**src/rtl/div_ctrl_pkg.sv**
```systemverilog
// div_ctrl_pkg: shared state encoding and HI/LO write naming for the divide controller
package div_ctrl_pkg;
  localparam int DIV_WIDTH = 32;
  localparam int DIV_CYCLES = DIV_WIDTH;
  typedef enum logic [1:0] {
    DIV_IDLE = 2'd0,
    DIV_BUSY = 2'd1,
    DIV_DONE = 2'd2
  } div_state_e;
  typedef struct packed {
    logic                 hilo_we;
    logic [DIV_WIDTH-1:0] hi;
    logic [DIV_WIDTH-1:0] lo;
  } hilo_wr_t;
endpackage

```
**src/rtl/div_core.sv**
```systemverilog
// div_core: iterative unsigned radix-2 shift-subtract divider, one step per cycle
module div_core #(
  parameter int WIDTH = 32
) (
  input  logic             clk,
  input  logic             rst,
  input  logic             load,
  input  logic             step,
  input  logic [WIDTH-1:0] dividend,
  input  logic [WIDTH-1:0] divisor,
  output logic [WIDTH-1:0] quo_nxt,
  output logic [WIDTH-1:0] rem_nxt
);
  logic [WIDTH:0]   rem, shl, diff, rem_n;
  logic [WIDTH-1:0] quo, dvs;
  logic             fits;
  // quo holds the unconsumed dividend bits on top and the quotient bits shifting in below
  always_comb begin
    shl = (WIDTH+1)'({rem, quo[WIDTH-1]});
    diff = shl - {1'b0, dvs};
    fits = ~diff[WIDTH];
    rem_n = fits ? diff : shl;
    quo_nxt = {quo[WIDTH-2:0], fits};
    rem_nxt = rem_n[WIDTH-1:0];
  end
  always_ff @(posedge clk) begin
    if (rst) begin
      rem <= '0;
      quo <= '0;
      dvs <= '0;
    end else if (load) begin
      rem <= '0;
      quo <= dividend;
      dvs <= divisor;
    end else if (step) begin
      rem <= rem_n;
      quo <= quo_nxt;
    end
  end
endmodule

```
**src/rtl/div_ctrl.sv**
```systemverilog
// div_ctrl: multi-cycle DIV/DIVU sequencer with pipeline stall, HI/LO write strobe and flush abort
module div_ctrl
  import div_ctrl_pkg::*;
#(
  parameter int WIDTH = DIV_WIDTH,
  parameter int CNT_W = 6
) (
  input  logic             clk,
  input  logic             rst,
  input  logic             start_i,
  input  logic             signed_i,
  input  logic [WIDTH-1:0] opa_i,
  input  logic [WIDTH-1:0] opb_i,
  input  logic             flush_i,
  input  logic             ext_stall_i,
  output logic             stall_o,
  output logic             valid_o,
  output logic             hilo_we_o,
  output logic [WIDTH-1:0] hi_o,
  output logic [WIDTH-1:0] lo_o
);
  div_state_e       state, state_nxt;
  logic [CNT_W-1:0] cnt;
  logic             neg_q, neg_r, sa, sb, go, busy, last, zero_b;
  logic [WIDTH-1:0] mag_a, mag_b, quo_nxt, rem_nxt;
  always_comb begin
    sa = signed_i & opa_i[WIDTH-1];
    sb = signed_i & opb_i[WIDTH-1];
    mag_a = sa ? -opa_i : opa_i;
    mag_b = sb ? -opb_i : opb_i;
    zero_b = opb_i == '0;
    go = state == DIV_IDLE && start_i && !flush_i;
    busy = state == DIV_BUSY;
    last = busy && cnt == CNT_W'(WIDTH-1);
  end
  always_ff @(posedge clk) begin
    if (rst) state <= DIV_IDLE;
    else state <= state_nxt;
  end
  always_comb begin
    state_nxt = flush_i ? DIV_IDLE :
                state == DIV_IDLE ? (start_i ? (zero_b ? DIV_DONE : DIV_BUSY) : DIV_IDLE) :
                busy ? (last ? DIV_DONE : DIV_BUSY) :
                state == DIV_DONE && ext_stall_i ? DIV_DONE : DIV_IDLE;
  end
  always_comb begin
    stall_o = !rst && (go || (busy && !flush_i));
    valid_o = state == DIV_DONE && !flush_i;
    hilo_we_o = valid_o && !flush_i;
  end
  always_ff @(posedge clk) begin
    if (rst) begin
      cnt <= '0;
      neg_q <= 1'b0;
      neg_r <= 1'b0;
      hi_o <= '0;
      lo_o <= '0;
    end else if (flush_i) begin
      cnt <= '0;
    end else if (go) begin
      cnt <= '0;
      neg_q <= sa ^ sb;
      neg_r <= sa;
      if (zero_b) begin
        hi_o <= '0;
        lo_o <= '0;
      end
    end else if (busy) begin
      cnt <= cnt + 1'b1;
      if (last) begin
        lo_o <= neg_q ? -quo_nxt : quo_nxt;
        hi_o <= neg_r ? -rem_nxt : rem_nxt;
      end
    end
  end
  div_core #(.WIDTH(WIDTH)) u_core (
    .clk(clk),
    .rst(rst),
    .load(go),
    .step(busy && !flush_i),
    .dividend(mag_a),
    .divisor(mag_b),
    .quo_nxt(quo_nxt),
    .rem_nxt(rem_nxt)
  );
endmodule
```
**config.mk**
```make
export PLATFORM = sky130hd
export DESIGN_NAME = div_ctrl
export DESIGN_NICKNAME = d
export VERILOG_FILES = /design/src/rtl/div_ctrl_pkg.sv /design/src/rtl/div_core.sv /design/src/rtl/div_ctrl.sv
export SDC_FILE = /design/constraint.sdc
export NUM_CORES = 1
export LEC_CHECK = 0
export CORE_ASPECT_RATIO = 0.8
export CORE_UTILIZATION = 62
export CTS_CLUSTER_SIZE = 30
export DETAILED_ROUTE_END_ITERATION = 8
export PLACE_DENSITY = 0.85
export SKIP_CTS_REPAIR_TIMING = 1
export SLEW_MARGIN = 20
export SYNTH_ARGS = -nofsm -noshare
export SYNTH_HDL_FRONTEND = slang
export SYNTH_SLANG_ARGS = --single-unit
```
**constraint.sdc**
```tcl
create_clock -name clk -period 9.3 [get_ports clk]
set_input_delay 1.86 -clock clk [delete_from_list [all_inputs] [get_ports clk]]
set_output_delay 1.86 -clock clk [all_outputs]
set_load 0.005 [all_outputs]
```
After elaboration in Yosys (flattened, before gate mapping)
Index checks and enable logic that the tools add are counted.
Storage, ports and cells
  input bits: 70
  memories kept: 0
  logic and storage cells: 65
  bits in latches: 0
  output and inout port bits: 67
  register bits after elaboration: 170
  ROM bits: 0
  bits in writable memories: 0
Operators by class
  shift-type cells: 0
  multipliers: 0
  $add $sub $neg: 6
  reduce and logical (&&, ||, !) cells: 21
  magnitude comparators: 0
  bitwise operators: 5
  mux-type cells: 20
  div/mod/pow operators: 0
  equal/unequal tests: 4
Operator list (number)
  $mux 32: 14
  $neg 32->32: 4
  $sub 33x32->33: 1
  $logic_not 32->1: 1
  $mux 2: 6
  $logic_and 1x1->1: 8
  $add 6x1->6 const B: 1
  $eq 6x5->1 const B: 1
  $reduce_bool 2->1: 3
  $reduce_and 4->1: 1
  $reduce_or 2->1: 2
  $reduce_or 3->1: 1
  $and 1x1->1: 2
  $eq 2x1->1 const B: 1
  $eq 2x2->1 const B: 1
  $logic_not 1->1: 2
  $logic_not 2->1: 1
  $ne 2x1->1 const B: 1
  $not 1->1: 2
  $reduce_and 2->1: 1
  $logic_or 1x1->1: 1
  $xor 1x1->1: 1

Logic depth before layout (Yosys ltp)
Gate-level depths: netlist of the first run.
  depth after elaboration: 7
  depth in mapped cells: 25
  gate-level depth less buffers: 22

By module
Synthesis of the first run repeated with hierarchy kept, for this count alone.
Second synthesis, totals
  cell total of the unflattened synthesis: 1443
  area, all modules: 12029.0 um^2
Modules (own cells, without submodules)
  div_core: instances 1, area each 6772.7 um^2, cells an instance 817, seq. area each 1921.8 um^2
  div_ctrl: instances 1, area each 5256.3 um^2, cells an instance 626, seq. area each 1481.4 um^2

Least setup slack after synthesis of the first run
Ideal clock, no wire load.
  path kind: input to output
  start: input flush_i
  end: output stall_o
  data arrival time: 3.058 ns
  slack: 4.382 ns
  required time: 7.440 ns
  stages: 6
  buffers on the path: 4
  cell sequence: clkbuf_1 -> or2_2 -> clkbuf_1 -> clkbuf_1 -> buf_1 -> a21oi_1
On the way
  cells in the longest elaborated chain, start to end: 4
  elaborated cells between the ends (all ways): 5
  classes of those cells: reduce/logical: 5
Ends and longest elaborated chain
  from (decl): line div_ctrl.sv:14  | input logic flush_i,
  $logic_not 1->1 *: line div_ctrl.sv:32, div_ctrl.sv:47
  $logic_and 1x1->1, on equally long branches: line div_ctrl.sv:32, div_ctrl.sv:47
  $logic_or 1x1->1 *: line div_ctrl.sv:47  | stall_o = !rst && (go || (busy && !flush_i));
  $logic_and 1x1->1 *: line div_ctrl.sv:47
  to (decl): line div_ctrl.sv:16  | output logic stall_o,
Every way passes the cells marked *; elsewhere a longest branch is shown, timed or not.

Final worst setup path of the first run
  start: register u_core.quo[31]
  end: register hi_o[22]
On the way
  cells in the longest elaborated chain, start to end: 7
Ends and longest elaborated chain
  from (decl): line div_core.sv:15  | logic [WIDTH-1:0] quo, dvs;
  from (signal assigned): line div_core.sv:33  | quo <= dividend;
  from (signal assigned): line div_core.sv:37  | quo <= quo_nxt;
  $sub 33x32->33: line div_core.sv:20  | diff = shl - {1'b0, dvs};
  $mux 32 *: line div_core.sv:22  | rem_n = fits ? diff : shl;
  $neg 32->32: line div_ctrl.sv:72  | hi_o <= neg_r ? -rem_nxt : rem_nxt;
  $mux 32 *: line div_ctrl.sv:72
  $mux 32 *: line div_ctrl.sv:70  | if (last) begin
  $mux 32 *: line div_ctrl.sv:68  | end else if (busy) begin
  $mux 32 *: line div_ctrl.sv:60  | end else if (go) begin
  to (signal assigned): line div_ctrl.sv:72
  to (decl): line div_ctrl.sv:19  | output logic [WIDTH-1:0] hi_o,
Every way passes the cells marked *; elsewhere a longest branch is shown, timed or not. The select of a mux whose other input is x is not followed.
A chain may end at the register's enable or synchronous reset.

==> flow_metrics.env, run 1 <==
export IMPL_synth_warnings=0
export IMPL_initial_utilization_pct=63.9
export IMPL_fp_dieArea_um2=19500
export IMPL_crit_path_start_kind="flip-flop"
export IMPL_grt_ovfl_total=0
export IMPL_slew_headroom_pct=21.1
export IMPL_clockPowerShare_pct=34.1
export IMPL_htreeDepth=4
export IMPL_cts_sinks=170
export IMPL_final_antenna_net_count=0
export IMPL_worstSetupPathType="flip-flop to flip-flop"
export IMPL_fin_nets=1724
export IMPL_hold_path_class="flip-flop to flip-flop"
export IMPL_grt_pass1_wl_um=56600
export IMPL_grt_usage_pct=36.3
export IMPL_row_count=44
export IMPL_comb_power_share_pct=31.3
export IMPL_pwr_share_seq_pct=34.6
export IMPL_layout_commonest_cell="nor2_1"
export IMPL_drv_slew=0
export IMPL_port_buffers=136
export IMPL_synth_ff_type="dfxtp_1"
export IMPL_vias=12000
export IMPL_gp_congestion=0.949
export IMPL_outcome="finished, final reports clean"
export IMPL_cp_common_cell="inv_1"
export IMPL_rsz0062_at_grt="false"
export IMPL_cts_root_buf="clkbuf_16"
export IMPL_netlist_area_leader_share_pct=29.1
export IMPL_dr_pass1_iters=6
export IMPL_post_route_min_period_ns=5.87
export IMPL_synthTopCellsByArea="dfxtp_1 29%, nor2_1 6.6%, nand2_1 6.4%"
export IMPL_skew_ns=0.0139
export IMPL_switching_share_pct=34.1
export IMPL_mappedNetlistArea_um2=11700
export IMPL_crit_chain="inv_1, ha_1, inv_1, fa_1, a211oi_2, o31ai_4, o2111a_1, o2111a_1, o21a_2, nor2_4, buf_4, inv_2, nand2_1, o21ai_0, inv_1, ha_1, o211ai_1, nor4_2, nand2_1, nor4b_1, a211o_1"
export IMPL_maxCapViolCount=0
export IMPL_ys_ff_latch=170
export IMPL_grt_max_degree=84
export IMPL_max_slew_worst_pin_slew_ns=1.17
export IMPL_num_antenna_cells=0
export IMPL_synth_edf_count=0
export IMPL_period_share_pct=63.1
export IMPL_arrival_ns=6.19
export IMPL_die_h_um=125
export IMPL_fillers=1424
export IMPL_drt_iter0_markers=1435
export IMPL_clock_latency_ns=0.43
export IMPL_drc=0
export IMPL_clk_pin_slew_ns=0.06
export IMPL_setup_violations_final=0
export IMPL_max_stage_delay_ns=0.58
export IMPL_hpwlAfterDp_um=26200
export IMPL_fp_coreArea_um2=18300
export IMPL_powerDensity_nw_per_um2=167
export IMPL_whs_ns=0.457
export IMPL_p_switching_w=0.000781
export IMPL_p_leak_nw=4.92
export IMPL_yosys_area_top_type="dfxtp_1"
export IMPL_synthArstFlopShare_pct=0
export IMPL_max_freq_mhz=170
export IMPL_final_hold_viol_count=0
export IMPL_wl_per_cell_um=18.8
export IMPL_mostFrequentLayoutCells="204 x nor2_1, 201 x nand2_1, 170 x dfxtp_1"
export IMPL_syn_nets=1655
export IMPL_intPower_w=0.00151
export IMPL_cp_slowest_cell="nor4_2"
export IMPL_yosysUniqueCellTypes=88
export IMPL_boundaryPins=137
export IMPL_grt_pass1_vias=11000
export IMPL_die_width_um=156
export IMPL_cts_tree="done"
export IMPL_worst_setup_path_end_kind="flip-flop"
export IMPL_drive_gt1_share_pct=5.59
export IMPL_cp_required_ns=9.62
export IMPL_antenna_found_initial=0
export IMPL_synth_seq_area_share_pct=29.1
export IMPL_fin_area_um2=13700
export IMPL_syn2layout_area_growth_pct=16.8
export IMPL_clock_path_buffers=2
export IMPL_place_area_um2=13000
export IMPL_final_setup_tns_ns=0
export IMPL_synth_avg_cell_area_um2=7.57
export IMPL_cts_made_buffers=17
export IMPL_routed_wl_um=35500
export IMPL_worstPathMaxFanout=47
export IMPL_peakVddDrop_uv=103
export IMPL_syn_inst=1547
export IMPL_viasPerCell=6.36
## sequential cells by signal (all words and copies together) (netlist names)
name,cells
cnt,6
hi_o,32
lo_o,32
neg_q,1
neg_r,1
state,2
u_core.dvs,32
u_core.quo,32
u_core.rem,32
## path summary, 6_finish.rpt
check	from	end	slack [ns]	cells past startpoint
max	u_core.quo[31]	hi_o[22]	3.43	21
min	u_core.dvs[31]	u_core.dvs[31]	0.46	2
max reg2reg	u_core.quo[31]	hi_o[22]	3.43	21
min reg2reg	u_core.dvs[31]	u_core.dvs[31]	0.46	2
## cell type report
class,count,area (µm²),area share (%)
timing repair buffer,146,1430,10.5
clock inverter,10,193,1.41
inverter,57,214,1.56
sequential,170,3400,24.9
clock buffer,21,440,3.22
tap,253,317,2.31
multi-input combinational,1224,7680,56.1
## worst max-delay path: cells and delay by family (launching register included)
kind | cells | cell delay (ns)
buffers and inverters | 5 | 1.21
adders and majority gates | 3 | 0.91
AOI/OAI and AO/OA | 8 | 2.06
DFF | 1 | 0.35
and+or+nand+nor | 5 | 1.21
## synthesized netlist by cell type, types with 13 or more instances
master / number
o21ai_0: 75
nand4_1: 13
xnor2_1: 76
a211oi_1: 56
dfxtp_1: 170
nand3_1: 20
nand2_1: 201
a31oi_1: 20
a21oi_1: 90
a311oi_1: 37
clkbuf_1: 72
or3_1: 19
nor4_1: 23
o31ai_1: 25
xor2_1: 62
nor2_1: 206
a22oi_1: 21
ha_1: 37
inv_1: 55
mux2i_1: 28
o21ai_1: 13
nor3_1: 39
## power groups by stage
stage | Clock [W] | Sequential, W | Combinational [W]
5_1_grt | 0.000809 | 0.000794 | 0.000771
6_report | 0.000781 | 0.000791 | 0.000716
4_1_cts | 0.000780 | 0.000790 | 0.000697
2_1_floorplan | 0 | 0.000795 | 0.000514
3_5_place_dp | 0 | 0.000806 | 0.000691
3_3_place_gp | 0 | 0.000804 | 0.000678
## stage by stage
stage	std cells	power [W]	worst slack [ns]	util, %
floorplan	1547	0.00131	4.38	-
finish	1881	0.00229	3.43	74.6
global route	1881	0.00237	3.03	74.6
global placement	1850	0.00148	3.55	71.2
detailed placement	1850	0.00150	3.41	71.2
CTS	1881	0.00227	3.57	74.6
## per-layer routing
| metal | routed length [µm] | part of all wire (%) | track usage (%) | vias up |
|---|---|---|---|---|
| met5 | 0 | 0 | 0 | - |
| met4 | 725 | 2.0 | 10.7 | 0 |
| met3 | 3050 | 8.6 | 4.92 | 60 |
| met2 | 15200 | 43 | 54.1 | 624 |
| met1 | 16500 | 46 | 53.9 | 5584 |
| li1 | - | - | - | 5700 |
## cells by family (layout without fill, tap and decap cells)
| group | count (synthesis) | in the layout | share of synthesized area [%] |
|---|---|---|---|
| AOI/OAI and AO/OA | 418 | 418 | 24.4 |
| xor gates and xnor gates | 138 | 138 | 10.3 |
| adders and majority gates | 38 | 38 | 4.12 |
| buffers and inverters | 153 | 234 | 5.66 |
| DFF | 170 | 170 | 29.1 |
| muxes | 37 | 37 | 3.30 |
| and+or+nand+nor | 593 | 593 | 23.1 |
No activity file was read; power rests on OpenSTA's default activity.
==> inputs of run 2 (changes only) <==
--- a/config.mk
+++ b/config.mk
@@ -6,10 +6,10 @@
 export NUM_CORES = 1
 export LEC_CHECK = 0
 export CORE_ASPECT_RATIO = 0.8
-export CORE_UTILIZATION = 62
+export CORE_UTILIZATION = 57
 export CTS_CLUSTER_SIZE = 30
 export DETAILED_ROUTE_END_ITERATION = 8
-export PLACE_DENSITY = 0.85
+export PLACE_DENSITY = 0.79
 export SKIP_CTS_REPAIR_TIMING = 1
 export SLEW_MARGIN = 20
 export SYNTH_ARGS = -nofsm -noshare
==> constraint.sdc (replaced) <==
create_clock -name clk -period 5.94 [get_ports clk]
set_input_delay 1.188 -clock clk [delete_from_list [all_inputs] [get_ports clk]]
set_output_delay 1.188 -clock clk [all_outputs]
set_load 0.005 [all_outputs]
==> flow_metrics.env, run 2 (synthesis gave the netlist of run 1 again) <==
export IMPL_hold_path_class="flip-flop to flip-flop"
export IMPL_wl_per_cell_um=18.6
export IMPL_clk_pin_slew_ns=0.07
export IMPL_rr_endpoint="hi_o[22]"
export IMPL_grt_pass1_wl_um=55100
export IMPL_skew_ns=0.0177
export IMPL_hpwlAfterDp_um=26100
export IMPL_r2r_slack_ns=0.74
export IMPL_drv_slew=0
export IMPL_crit_path_start_kind="flip-flop"
export IMPL_outcome="finished, final reports clean"
export IMPL_die_h_um=130
export IMPL_cts_made_buffers=17
export IMPL_fillers=1709
export IMPL_boundaryPins=137
export IMPL_met3_usage_pct=5.37
export IMPL_mostFrequentLayoutCells="204 x nor2_1, 201 x nand2_1, 169 x dfxtp_1"
export IMPL_p_leak_nw=4.91
export IMPL_worst_setup_path_end_kind="flip-flop"
export IMPL_grt_ovfl_total=0
export IMPL_dr_pass1_iters=6
export IMPL_row_count=46
export IMPL_cp_required_ns=6.26
export IMPL_fp_coreArea_um2=20000
export IMPL_cts_tree="done"
export IMPL_final_antenna_net_count=0
export IMPL_clock_path_buffers=2
export IMPL_powerDensity_nw_per_um2=252
export IMPL_gp_congestion=1.01
export IMPL_max_freq_mhz=192
export IMPL_cts_root_buf="clkbuf_16"
export IMPL_cp_startpoint="u_core.quo[31]"
export IMPL_peakVddDrop_uv=195
export IMPL_rsz0062_at_grt="false"
export IMPL_grt_use_met1_pct=49.5
export IMPL_htreeDepth=4
export IMPL_drive_gt1_share_pct=6.07
export IMPL_setup_violations_final=0
export IMPL_syn2layout_area_growth_pct=16.5
export IMPL_grt_usage_pct=33.0
export IMPL_num_antenna_cells=0
export IMPL_grt_pass1_vias=10300
export IMPL_use_met2_pct=48.3
export IMPL_grt_max_degree=84
export IMPL_final_setup_tns_ns=0
export IMPL_worstSetupPathType="flip-flop to flip-flop"
export IMPL_r2r_start="u_core.quo[31]"
export IMPL_fp_dieArea_um2=21100
export IMPL_crit_path_end="hi_o[22]"
export IMPL_vias=11900
export IMPL_routed_wl_um=35200
export IMPL_layout_commonest_cell="nor2_1"
export IMPL_fin_nets=1727
export IMPL_viasPerCell=6.27
export IMPL_port_buffers=136
export IMPL_drc=0
export IMPL_period_share_pct=87.5
export IMPL_layout_area_seq_um2=3400
export IMPL_antenna_found_initial=0
export IMPL_clock_latency_ns=0.44
export IMPL_die_width_um=162
export IMPL_drt_iter0_markers=1286
export IMPL_post_route_min_period_ns=5.20
export IMPL_place_area_um2=13100
export IMPL_slew_headroom_pct=34.6
export IMPL_max_slew_worst_pin_slew_ns=0.971
export IMPL_cts_sinks=170
export IMPL_reg2regPathDepth=20
export IMPL_arrival_ns=5.52
export IMPL_fin_area_um2=13600
export IMPL_maxCapViolCount=0
export IMPL_initial_utilization_pct=58.7
export IMPL_worstPathMaxFanout=26
export IMPL_final_hold_viol_count=0
export IMPL_multi_input_area_um2=7680
export IMPL_top_usage_layer="met1"
-- run 2: worst min-delay path by stage --
stage                   startpoint              to  cells past startpoint
global route        u_core.dvs[22]  u_core.dvs[22]                      2
CTS                        hi_o[7]         hi_o[7]                      2
floorplan           u_core.dvs[18]  u_core.dvs[18]                      2
finish                     hi_o[7]         hi_o[7]                      2
global placement          hi_o[21]        hi_o[21]                      2
detailed placement         hi_o[7]         hi_o[7]                      2
-- run 2: worst max-delay path, cell delays in order, from the launching register on --
cell      delay, ns
dfxtp_1        0.35
inv_1          0.09
ha_1           0.15
inv_1          0.05
fa_1           0.44
a211oi_2       0.32
o31ai_4        0.15
o2111a_1       0.31
o2111a_1       0.34
nor3_4         0.36
nor2_4         0.07
inv_2          0.07
buf_4          0.29
o21ai_0        0.20
inv_1          0.09
ha_1           0.30
o211ai_1       0.23
nor4_2         0.60
nand2_1        0.21
nor4b_1        0.20
a211o_1        0.25
-- run 2: layer usage --
| metal | part of all wire, % | vias up |
|---|---|---|
| met2 | 42 | 553 |
| li1 | - | 5707 |
| met5 | 0 | - |
| met1 | 47 | 5582 |
| met4 | 1.6 | 0 |
| met3 | 8.9 | 49 |
-- run 2: layout make-up --
cell class                      count  share of cell area [%]
Multi-Input combinational cell   1224                    56.3
Tap cell                          264                    2.42
Timing Repair Buffer              149                    10.7
Clock buffer                       18                    3.15
Inverter                           57                    1.57
Clock inverter                     14                   0.972
Sequential cell                   170                    24.9
-- run 2: report_power, final --
part	total (W)	switching [W]	internal, W
sequential	0.00124	0.0000503	0.00119
combinational	0.00112	0.000697	0.000427
clock	0.00108	0.000528	0.000552
total	0.00344	0.00128	0.00217
-- run 2: through the flow --
step,setup WS (ns),std cells,total power [W],utilization (%),hold slack [ns]
detailed placement,0.973,1864,0.00235,65.5,0.442
CTS,0.885,1896,0.00341,68.3,0.450
global route,0.544,1896,0.00359,68.3,0.476
floorplan,1.34,1547,0.00205,-,0.432
finish,0.743,1896,0.00344,68.3,0.450
global placement,1.18,1864,0.00233,65.5,0.436
==> inputs of run 3 (changes only) <==
--- a/config.mk
+++ b/config.mk
@@ -9,6 +9,7 @@
 export CORE_UTILIZATION = 57
 export CTS_CLUSTER_SIZE = 30
 export DETAILED_ROUTE_END_ITERATION = 8
+export HOLD_SLACK_MARGIN = 0.1
 export PLACE_DENSITY = 0.79
 export SKIP_CTS_REPAIR_TIMING = 1
 export SLEW_MARGIN = 20
==> results of run 3 <==
No change in the layout: final DEF, timing and power equal those of run 2.
